==> src/rtl/apb2per_pkg.sv <==
// apb2per_pkg: FSM state type and legal data widths shared by the apb2per_bridge files.
package apb2per_pkg;
    typedef enum logic [1:0] {IDLE, REQ, WAIT_R, RESP} state_e;
    localparam int unsigned DATA_WIDTH_32 = 32;
    localparam int unsigned DATA_WIDTH_64 = 64;
    localparam int unsigned CNT_WIDTH = 16;
endpackage

==> src/rtl/apb2per_timeout.sv <==
// apb2per_timeout: response-timeout counter, present only in builds with APB2PER_TIMEOUT_EN.
module apb2per_timeout import apb2per_pkg::*; #(
    parameter int unsigned LIMIT = 255
) (
    input  logic clk_i,
    input  logic rst_ni,
    input  logic clear_i,
    input  logic enable_i,
    output logic expired_o
);
    logic [CNT_WIDTH-1:0] cnt_q, cnt_d;
    always_comb cnt_d = clear_i ? '0 : enable_i ? cnt_q + 1'b1 : cnt_q;
    always_ff @(posedge clk_i or negedge rst_ni) begin
        if (!rst_ni) cnt_q <= '0;
        else cnt_q <= cnt_d;
    end
    // Fires in the cycle whose edge brings the count to LIMIT, so the FSM leaves on that edge.
    assign expired_o = enable_i && cnt_q == CNT_WIDTH'(LIMIT - 1);
endmodule

==> src/rtl/apb2per_bridge.sv <==
// apb2per_bridge: APB slave to peripheral-master bridge with fully registered outputs.
// Define APB2PER_TIMEOUT_EN to end stalled transfers with PSLVERR after TIMEOUT_CYCLES.
module apb2per_bridge import apb2per_pkg::*; #(
    parameter int unsigned APB_ADDR_WIDTH = 32,
    parameter int unsigned PER_ADDR_WIDTH = 32,
    parameter int unsigned DATA_WIDTH = 32,
    parameter int unsigned TIMEOUT_CYCLES = 255,
    localparam int unsigned STRB_WIDTH = DATA_WIDTH / 8
) (
    input  logic                      clk_i,
    input  logic                      rst_ni,
    input  logic [APB_ADDR_WIDTH-1:0] PADDR,
    input  logic [DATA_WIDTH-1:0]     PWDATA,
    input  logic [STRB_WIDTH-1:0]     PSTRB,
    input  logic                      PWRITE,
    input  logic                      PSEL,
    input  logic                      PENABLE,
    output logic [DATA_WIDTH-1:0]     PRDATA,
    output logic                      PREADY,
    output logic                      PSLVERR,
    output logic                      per_master_req_o,
    output logic [PER_ADDR_WIDTH-1:0] per_master_add_o,
    output logic                      per_master_we_o,
    output logic [DATA_WIDTH-1:0]     per_master_wdata_o,
    output logic [STRB_WIDTH-1:0]     per_master_be_o,
    input  logic                      per_master_gnt_i,
    input  logic                      per_master_r_valid_i,
    input  logic                      per_master_r_opc_i,
    input  logic [DATA_WIDTH-1:0]     per_master_r_rdata_i
);
    state_e                    state_q, state_d;
    logic                      err_q, err_d;
    logic                      req_q, req_d;
    logic                      we_q, we_d;
    logic [PER_ADDR_WIDTH-1:0] add_q, add_d;
    logic [DATA_WIDTH-1:0]     wdata_q, wdata_d;
    logic [STRB_WIDTH-1:0]     be_q, be_d;
    logic [DATA_WIDTH-1:0]     prdata_q, prdata_d;
    logic                      pready_q, pready_d;
    logic                      pslverr_q, pslverr_d;
    logic                      expired;

`ifdef APB2PER_TIMEOUT_EN
    apb2per_timeout #(.LIMIT(TIMEOUT_CYCLES)) u_timeout (
        .clk_i,
        .rst_ni,
        .clear_i  (state_q == IDLE && state_d == REQ),
        .enable_i (state_q == REQ || state_q == WAIT_R),
        .expired_o(expired)
    );
`else
    // No counter: never true for a legal limit, so the FSM waits on the peripheral indefinitely.
    assign expired = (TIMEOUT_CYCLES == 0);
`endif

    always_comb begin
        state_d  = state_q;
        err_d    = err_q;
        req_d    = req_q;
        we_d     = we_q;
        add_d    = add_q;
        wdata_d  = wdata_q;
        be_d     = be_q;
        prdata_d = prdata_q;
        case (state_q)
            IDLE: if (PSEL && PENABLE) begin
                state_d = REQ;
                req_d   = 1'b1;
                we_d    = PWRITE;
                add_d   = PER_ADDR_WIDTH'(PADDR);
                wdata_d = PWDATA;
                be_d    = PWRITE ? PSTRB : '1;
            end
            REQ: if (per_master_gnt_i) begin
                state_d = we_q ? RESP : WAIT_R;
                req_d   = 1'b0;
                err_d   = 1'b0;
            end else if (expired) begin
                state_d = RESP;
                req_d   = 1'b0;
                err_d   = 1'b1;
            end
            WAIT_R: if (per_master_r_valid_i) begin
                state_d  = RESP;
                prdata_d = per_master_r_rdata_i;
                err_d    = per_master_r_opc_i;
            end else if (expired) begin
                state_d = RESP;
                err_d   = 1'b1;
            end
            default: state_d = IDLE;
        endcase
        // RESP always lasts one cycle, so registering its entry gives a single PREADY pulse.
        pready_d  = state_d == RESP;
        pslverr_d = state_d == RESP && err_d;
    end

    always_ff @(posedge clk_i or negedge rst_ni) begin
        if (!rst_ni) begin
            state_q   <= IDLE;
            err_q     <= 1'b0;
            req_q     <= 1'b0;
            we_q      <= 1'b0;
            add_q     <= '0;
            wdata_q   <= '0;
            be_q      <= '0;
            prdata_q  <= '0;
            pready_q  <= 1'b0;
            pslverr_q <= 1'b0;
        end else begin
            state_q   <= state_d;
            err_q     <= err_d;
            req_q     <= req_d;
            we_q      <= we_d;
            add_q     <= add_d;
            wdata_q   <= wdata_d;
            be_q      <= be_d;
            prdata_q  <= prdata_d;
            pready_q  <= pready_d;
            pslverr_q <= pslverr_d;
        end
    end

    assign PRDATA             = prdata_q;
    assign PREADY             = pready_q;
    assign PSLVERR            = pslverr_q;
    assign per_master_req_o   = req_q;
    assign per_master_add_o   = add_q;
    assign per_master_we_o    = we_q;
    assign per_master_wdata_o = wdata_q;
    assign per_master_be_o    = be_q;
endmodule

==> config.mk <==
export PLATFORM = sky130hd
export DESIGN_NAME = apb2per_bridge
export DESIGN_NICKNAME = d
export VERILOG_FILES = /design/src/rtl/apb2per_pkg.sv /design/src/rtl/apb2per_timeout.sv /design/src/rtl/apb2per_bridge.sv
export SDC_FILE = /design/constraint.sdc
export NUM_CORES = 1
export LEC_CHECK = 0
export CAP_MARGIN = 40
export CORE_AREA = 2 2 103 105
export DETAILED_ROUTE_END_ITERATION = 10
export DIE_AREA = 0 0 105 107
export PLACE_DENSITY_LB_ADDON = 0.15
export REMOVE_ABC_BUFFERS = 1
export SLEW_MARGIN = 20
export SYNTH_ARGS = -nofsm -noshare
export SYNTH_HDL_FRONTEND = slang
export SYNTH_HIERARCHICAL = 1
export SYNTH_SLANG_ARGS = --single-unit
==> constraint.sdc <==
create_clock -name clk_i -period 2.23 [get_ports clk_i]
set_input_delay 0.3345 -clock clk_i [delete_from_list [all_inputs] [get_ports clk_i]]
set_output_delay 0.3345 -clock clk_i [all_outputs]
set_load 0.005 [all_outputs]
Word level (Yosys, flattened, before mapping)
Cells that the tools add are included.

Equality and inequality tests: 5. Multiplexer cells: 12. Reduce and logical (&&, ||, !) cells: 7.

Operators with widths (number): 2-to-1 mux 2 bit (3); one-hot mux 2 bit (3 select lines) (1); 2-to-1 mux 1 bit (5); equality test 2 bit (second input constant) (2); 2-to-1 mux 4 bit (1); != test 2 bit (second input constant) (2); one-hot mux 1 bit (2 select lines) (2); AND reduction 2 bit (2); AND reduction 3 bit (1); equality test 2 x 1 -> 1 bit (second input constant) (1); logical AND 1 bit (2); zero test 2 bit (1); nonzero test 2 bit (1).

Flip-flop bits (word level): 107. Output and inout bits: 104. Word-level logic and storage cells: 34.

Depth between registers and ports, before layout
Depth in word-level cells: 5. Depth in mapped cells: 8. Gate-level depth less buffers: 6.

Worst setup path after synthesis
No wires, ideal clock.

Path type: register to register. From: register state_q[0]. To: register add_q[0], in the netlist per_master_add_o[0]. Library setup time: 0.125 ns. Arrival: 1.403 ns. Data required time: 2.105 ns. Setup slack: 0.702 ns. Cell stages (with the launch flop): 7. Clock period less this slack: 1.528 ns. Cells stage by stage: dfrtp_1 inv_1 ha_1 nand3_2 buf_6 buf_6 mux2_4.

Longest elaborated chain between the ends: 2.

RTL lines: start: declaration (RTL line apb2per_bridge.sv:31) `state_e state_q, state_d;`; start signal: assignment (RTL line apb2per_bridge.sv:111) `state_q <= state_d;`; zero test 2 bit (RTL line apb2per_bridge.sv:65) `case (state_q)`; AND reduction 2 bit (no source line); end signal: assignment (RTL line apb2per_bridge.sv:104) `add_q <= '0;`; end signal: assignment (RTL line apb2per_bridge.sv:115) `add_q <= add_d;`; end: declaration (RTL line apb2per_bridge.sv:35) `logic [PER_ADDR_WIDTH-1:0] add_q, add_d;`.

No other way between the ends. A chain may end at the register's enable or synchronous reset.

Final worst setup path
From: register state_q[1]. To: register add_q[5], in the netlist per_master_add_o[5].

Same word-level chain as after synthesis.

==> impl_metrics.ini <==
[status]
status = completed

[floorplanning]
fp.dieW_um = 105
die_h_um = 107
ios = 212
fp-row-count = 37
initial_core_util_pct = 42.4
dieArea_um2 = 11200
core_area_um2 = 10100

[synth]
netlist_area_um2 = 4280
synth_warnings = 6
synth.area.top_cells = dfrtp_1, mux2_2, mux2_4
synth_seq_cells = 107
yosys.area.top_type = dfrtp_1
ys_types = 20
syn_area_per_cell_um2 = 16.6
netlist_instances = 257
synth_top_area_share_pct = 62.6
yosysSeqAreaShare_pct = 62.6

[route]
routed_via_density = 4.66
first_pass_iters = 4
drt-total-wl_um = 10300
first_iter_violations = 102
vias = 2876
route.detailed.drc = 0
wl_per_cell_um = 16.6
postRouteAntennaNets = 0

[critical_path]
critical_path_required_ns = 2.48
r2r_setup_slack_ns = 0.32
crit_fanout = 22
critPathCaptureType = register
path_class = reg2reg
start_kind = register
critPathArrivalTime_ns = 2.17

[power]
ir_drop_mv = 0.549
powerDensity_nw_per_um2 = 1270
leakage_nw = 3.00

[clocking]
clockRootBuffer = clkbuf_8
post_cts_buffers = 0
cts_tree = done
insertion_delay_ns = 0.37
numCtsBuffers = 9
clock-sinks = 107
h-tree-depth = 3
clk_pin_slew_ns = 0.10
ctsResizeCount = 0
cts_buffer_depth = 2

[final_layout]
nNetsFinal = 589
antenna_cells = 0
final_cell_mix = clkdlybuf4s50_1, dfrtp_1, mux2_2
final_common_cell = clkdlybuf4s50_1
utilization_pct = 67.1
areaGrowthSynthToFinish_pct = 58.3
stdcell_area_um2 = 6770
drive_above_1_share_pct = 25.2
fill_cells = 784

[sta]
tightest_slew_ns = 0.558
timing.fmax_mhz = 523
setup-violations-final = 0
fin_hold_ws_ns = 0.485
fin_ws_ns = 0.317
fin_crit_ns = 1.91
drv_slew = 0
rsz0062_at_grt = false
slew_headroom_pct = 62.8
setup-tns-final_ns = 0
hold_violations = 0
post-route-period-util_pct = 85.8
clock_skew_ns = 0.0102

[global_routing]
antenna_found_initial = 0
grt_pass1_wl_um = 16200
grt.total_usage_pct = 18.8
grt_overflow = 0
grt_pass1_vias = 3070
grt_max_degree = 43

[placement]
place.gp.congestion = 0.762
portBuffers = 211
dpl_cell_area_um2 = 6590
hpwl_um = 7740
pre_cts_slack_ns = 0.296

[flow_run]
drv_cap = 0

[worst_hold_path]
hold_path.class = reg2reg
-- critical path, stage by stage (launching register included) --
cell,delay (ns)
dfrtp_1,0.43
inv_1,0.12
ha_1,0.27
nand3_4,0.32
buf_4,0.34
mux2_4,0.31
-- synth_stat cells --
library cell and n:
dfrtp_1 107, mux2_2 58, mux2_4 40, o21ai_0 8, nor2b_1 7, buf_6 6, nand2_1 6, buf_2 5
ha_1 5, inv_1 4, a31oi_1 2, a21oi_1 1, a21oi_2 1, and2_1 1, and3_1 1, nand2b_1 1
nand3_1 1, nand3_2 1, nand4_1 1, nor2_1 1
-- flip-flops by register name (all words and copies together) (netlist names) --
signal and flops:
per_master_be_o 4, per_master_add_o 32, state_q 2, per_master_req_o 1, PSLVERR 1, per_master_we_o 1, err_q 1, per_master_wdata_o 32
PREADY 1, PRDATA 32
-- logic make-up (layout without fill, tap and decap cells) --
group	Yosys count	after routing	synth area share [%]
AOI/OAI and AO/OA	12	12	1.55
buffers and inverters	15	239	2.52
adders and majority gates	5	5	1.46
and+or+nand+nor	20	20	2.57
DFF	107	107	62.6
muxes	98	98	29.3
-- layer usage --
layer  share of wire, %  global-route usage (%)  up-vias
li1                   -                       -     1329
met1                 43                    23.3     1407
met2                 47                    30.2      125
met3                7.4                    5.41       15
met4                2.3                    9.24        0
met5                  0                       0        -
-- final cells by class --
class                           count  area [µm²]  share of cell area [%]
Sequential cell                   107        2680                    39.5
Timing Repair Buffer              219        2230                    33.0
Multi-Input combinational cell    135        1500                    22.2
Tap cell                          136         170                    2.51
Clock buffer                       14         163                    2.40
Inverter                            4        15.0                   0.222
Clock inverter                      2        10.0                   0.148
-- power by group --
part	total [W]	switching (W)	leakage [nW]	internal, W
sequential	0.00343	0.000514	1.27	0.00292
combinational	0.00407	0.00116	1.63	0.00291
clock	0.00109	0.000619	0.0905	0.000467
-- worst paths after layout --
check,to,startpoint,cells after the start
min reg2reg,per_master_be_o[3],per_master_be_o[3],2
min,per_master_be_o[3],per_master_be_o[3],2
max,per_master_add_o[5],state_q[1],5
max in group asynchronous,per_master_wdata_o[4],rst_ni,3
min in group asynchronous,per_master_wdata_o[10],rst_ni,2
max reg2reg,per_master_add_o[5],state_q[1],5
-- metrics by stage --
step,std cells,power [W]
after floorplan,246,0.00505
after global placement,600,0.00747
after detailed placement,600,0.00760
after CTS,617,0.00871
after global routing,617,0.00910
final,617,0.00859
-- timing repair --
action                     CTS  global route
hold buffers                 1             0
hold endpoints to repair    40             0
setup endpoints to repair    0             0
No activity file was read; power rests on OpenSTA's default activity.
